### src/rtl/twos_to_signmag_serial.sv
// Bit-serial two's-complement to sign-magnitude converter.
// One full-adder slice and one carry flop handle one bit per clock, starting at the LSB.
module twos_to_signmag_serial #(
  parameter int WIDTH = 8
) (
  input  logic             clk,
  input  logic             reset,
  input  logic             start,
  input  logic [WIDTH-1:0] A,
  output logic             busy,
  output logic             done,
  output logic             sign,
  output logic [WIDTH-1:0] mag
);

  localparam int CW = (WIDTH > 2) ? $clog2(WIDTH) : 1;

  typedef enum logic [1:0] {IDLE, SHIFT, DONE} state_t;

  state_t           state, state_nxt;
  logic [WIDTH-1:0] sr, acc, acc_nxt;
  logic [CW-1:0]    cnt;
  logic             carry, carry_nxt, sgn_lat, bit_out;
  logic             accept, last;

  function automatic logic [1:0] fa(input logic a, input logic b, input logic ci);
    fa = {(a & b) | (a & ci) | (b & ci), a ^ b ^ ci};
  endfunction

  // Negative operands are negated as ~A + 1, with the +1 entering as the initial carry.
  always_comb begin
    accept = start && ((state == IDLE) || (state == DONE));
    last   = (cnt == CW'(WIDTH - 1));
    if (sgn_lat) begin
      {carry_nxt, bit_out} = fa(~sr[0], 1'b0, carry);
    end else begin
      carry_nxt = carry;
      bit_out   = sr[0];
    end
    acc_nxt = {bit_out, acc[WIDTH-1:1]};
  end

  always_ff @(posedge clk or posedge reset) begin
    if (reset) state <= IDLE;
    else       state <= state_nxt;
  end

  always_comb begin
    state_nxt = state;
    busy      = 1'b0;
    done      = 1'b0;
    case (state)
      IDLE:    if (accept) state_nxt = SHIFT;
      SHIFT: begin
        busy = 1'b1;
        if (last) state_nxt = DONE;
      end
      DONE: begin
        done      = 1'b1;
        state_nxt = accept ? SHIFT : IDLE;
      end
      default: state_nxt = IDLE;
    endcase
  end

  always_ff @(posedge clk or posedge reset) begin
    if (reset) begin
      sr      <= '0;
      acc     <= '0;
      cnt     <= '0;
      carry   <= 1'b0;
      sgn_lat <= 1'b0;
      sign    <= 1'b0;
      mag     <= '0;
    end else if (accept) begin
      sr      <= A;
      sgn_lat <= A[WIDTH-1];
      carry   <= 1'b1;
      cnt     <= '0;
    end else if (state == SHIFT) begin
      sr    <= {1'b0, sr[WIDTH-1:1]};
      acc   <= acc_nxt;
      carry <= carry_nxt;
      cnt   <= cnt + 1'b1;
      // Published outputs move only on the completion edge.
      if (last) begin
        mag  <= acc_nxt;
        sign <= sgn_lat;
      end
    end
  end

endmodule

### config.mk
export PLATFORM = sky130hd
export DESIGN_NAME = twos_to_signmag_serial
export DESIGN_NICKNAME = d
export VERILOG_FILES = /design/src/rtl/twos_to_signmag_serial.sv
export SDC_FILE = /design/constraint.sdc
export NUM_CORES = 1
export LEC_CHECK = 0
export ABC_AREA = 1
export CORE_MARGIN = 1
export CORE_UTILIZATION = 52
export CTS_CLUSTER_DIAMETER = 120
export CTS_CLUSTER_SIZE = 10
export DETAILED_ROUTE_END_ITERATION = 12
export HOLD_SLACK_MARGIN = 0.06
export PLACE_DENSITY = 0.77
export REMOVE_ABC_BUFFERS = 1
export SLEW_MARGIN = 40
export SYNTH_ARGS = -nofsm -noshare
export SYNTH_HDL_FRONTEND = slang
export SYNTH_SLANG_ARGS = --single-unit
export TNS_END_PERCENT = 1
### constraint.sdc
create_clock -name clk -period 1.6 [get_ports clk]
set_clock_uncertainty 0.15 [all_clocks]
set_input_delay 0.32 -clock clk [delete_from_list [all_inputs] [get_ports clk]]
set_output_delay 0.32 -clock clk [all_outputs]
set_load 0.02 [all_outputs]
==> results.py <==
metrics = {
    "cells_and_area": {
        "regArea_um2": 776,
        "diodes": 0,
        "final_common_cell": "nand2_1",
        "layout_common_cells": "nand2_1 (53), dfrtp_1 (31), inv_1 (19)",
        "nFillCells": 207,
        "multi_input_area_um2": 495,
        "fin_nets": 203,
        "utilization_pct": 71.4,
        "drive_gt1_share_pct": 17.9,
        "syn2layout_area_growth_pct": 29.2,
    },
    "die": {
        "row_count": 18,
        "die_h_um": 53.5,
        "core_mm2": 0.00250,
        "boundaryPins": 22,
        "die_area_mm2": 0.00287,
        "die_w_um": 53.5,
        "start_util_pct": 55.3,
    },
    "global_route": {
        "grt_pass1_vias": 1019,
        "grt-busiest-layer": "met2",
        "grt_overflow_total": 0,
        "grt_pass1_wl_um": 4430,
        "grt_util_all_layers_pct": 22.7,
        "use_met1_pct": 28.1,
        "antenna_found_initial": 0,
        "met2_usage_pct": 36.5,
        "grtUsageMet3_pct": 8.47,
        "grt_max_degree": 32,
    },
    "critical_path": {
        "endpoint_kind": "primary output",
        "cp.required_ns": 1.13,
        "cp.arrival_ns": 1.07,
        "worstSetupPathType": "flip-flop to primary output",
        "crit_path_start_kind": "flip-flop",
        "critPathMaxFanout": 3,
    },
    "drt": {
        "finalWirelength_um": 2730,
        "drcViolationCount": 0,
        "firstDrtPassIters": 4,
        "vias": 1102,
        "drtAntennaViolNets": 0,
        "drt_iter0_drc": 17,
        "wire_per_inst_um": 12.4,
        "vias_per_cell": 5.01,
    },
    "logic_synthesis": {
        "syn_area_mm2": 0.00138,
        "synthCells": 154,
        "synth_xor_area_share_pct": 0,
        "synth_compound_area_share_pct": 9.33,
        "postSynthAreaPerCell_um2": 8.97,
        "yosys.area_share.simple_pct": 23.6,
        "synth-seq-cells": 31,
        "synth_adder_area_share_pct": 2.72,
        "synth.distinct_cells": 18,
        "synth.area.mux_share_pct": 0,
        "seq_area_frac_synth_pct": 56.2,
        "synth_warnings": 0,
        "synth_top_family_by_area": "simple AND/OR/NAND/NOR gates",
    },
    "power_and_ir_drop": {
        "p_leak_nw": 0.960,
        "finalPower_w": 0.00354,
        "irDropWorstVdd_uv": 1430,
        "pwr_density_cell_mw_per_mm2": 1980,
    },
    "clocking": {
        "cts_sinks": 31,
        "cts_tree": "built",
        "cts.htree.levels": 2,
        "clk_latency_ns": 0.33,
        "clk_pin_slew_worst_paths_ns": 0.09,
        "ctsRootBufferMaster": "clkbuf_4",
        "postCtsSetupBuffers": 0,
        "clk_path_buf_depth": 2,
        "cts_inserted_buffers": 5,
    },
    "placed_design": {
        "gp_congestion": 0.769,
        "port_buffers": 21,
        "place_hpwl_um": 1940,
    },
    "timing": {
        "slew_headroom_pct": 81.8,
        "worst_pin_slew_ns": 0.270,
        "min_period_over_period_pct": 96.2,
        "min_period_ns": 1.54,
        "final.setup.tns_ns": 0,
        "finalSetupViolCount": 0,
        "max_freq_ghz": 0.650,
        "rsz0062_at_grt": "no",
        "holdWs_ns": 0.161,
        "drv_slew": 0,
        "final-hold-violation-count": 0,
    },
    "flow_run": {
        "drv_cap": 0,
    },
    "outcome": {
        "run_status": "finished, final reports clean",
    },
    "hold_path": {
        "hold_class": "input port to async pin",
    },
}
==> layout make-up <==
cell class	instances	area share (%)
flip-flops and latches	31	43.5
multi-input cells	97	27.8
repair buffers	33	17.4
inverters	21	4.42
clock buffers	6	2.88
well taps	30	2.10
clock inverters	2	1.96
==> critical path: stages (launching register included) <==
cell	delay, ns
dfrtp_1	0.41
inv_2	0.07
nor2_4	0.10
buf_2	0.17
==> cell usage after synthesis, drive strengths merged <==
cell	instances	area share [%]
buf	5	2.4
nor2	5	1.9
nand3	9	3.3
nand3b	6	3.3
dfrtp	31	56
a21oi	1	0.36
inv	21	5.7
nand2	54	15
o21a	1	0.54
ha	3	2.7
o21ai	18	8.4
==> per-stage QoR <==
step | cells | setup slack, ns | instance area (um^2)
after detailed placement | 212 | -0.0214 | 1710
after global placement | 212 | 0.00560 | 1710
after CTS | 220 | 0.0371 | 1780
after global routing | 220 | 0.00868 | 1780
final | 220 | 0.0604 | 1780
after floorplan | 149 | 0.0477 | 1350
==> routing by layer <==
layer / share of wire (%) / wire, um / vias up
met1: 45 / 1230 / 531
li1: - / - / 546
met2: 49 / 1340 / 21
met4: 1.1 / 29 / 0
met5: 0 / 0 / -
met3: 4.4 / 119 / 4
==> cells by family after synthesis <==
kind of cell	after synthesis
adders and majority gates	3
DFF	31
buffers and inverters	26
and+or+nand+nor	74
AOI/OAI and AO/OA	20
==> where the power goes <==
group	switching (W)	internal, W
logic	0.000938	0.000635
clock network	0.000264	0.000369
registers	0.000192	0.00114
total	0.00139	0.00214
==> what timing repair did <==
action	4_1_cts	5_1_grt
hold endpoints to repair	0	0
gates resized for setup	17	4
pin swaps	0	1
hold buffers	0	0
setup endpoints to repair	11	1
==> registers in the layout, summed over array words and instances (netlist names) <==
register  cells
mag           8
sr            8
acc           7
cnt           3
state         2
carry         1
sgn_lat       1
sign          1
==> worst paths after layout <==
check                      startpoint       to  slack [ns]  depth (start not counted)
hold / removal                  reset   mag[2]        0.16                          3
setup reg to reg               cnt[0]   mag[7]        0.13                          6
hold reg to reg                cnt[1]   cnt[1]        0.33                          2
min in group clk               cnt[1]   cnt[1]        0.33                          2
max in group asynchronous       reset  sgn_lat        0.97                          3
setup / recovery             state[0]     busy        0.06                          3
Power figures use the tool's default switching activity.
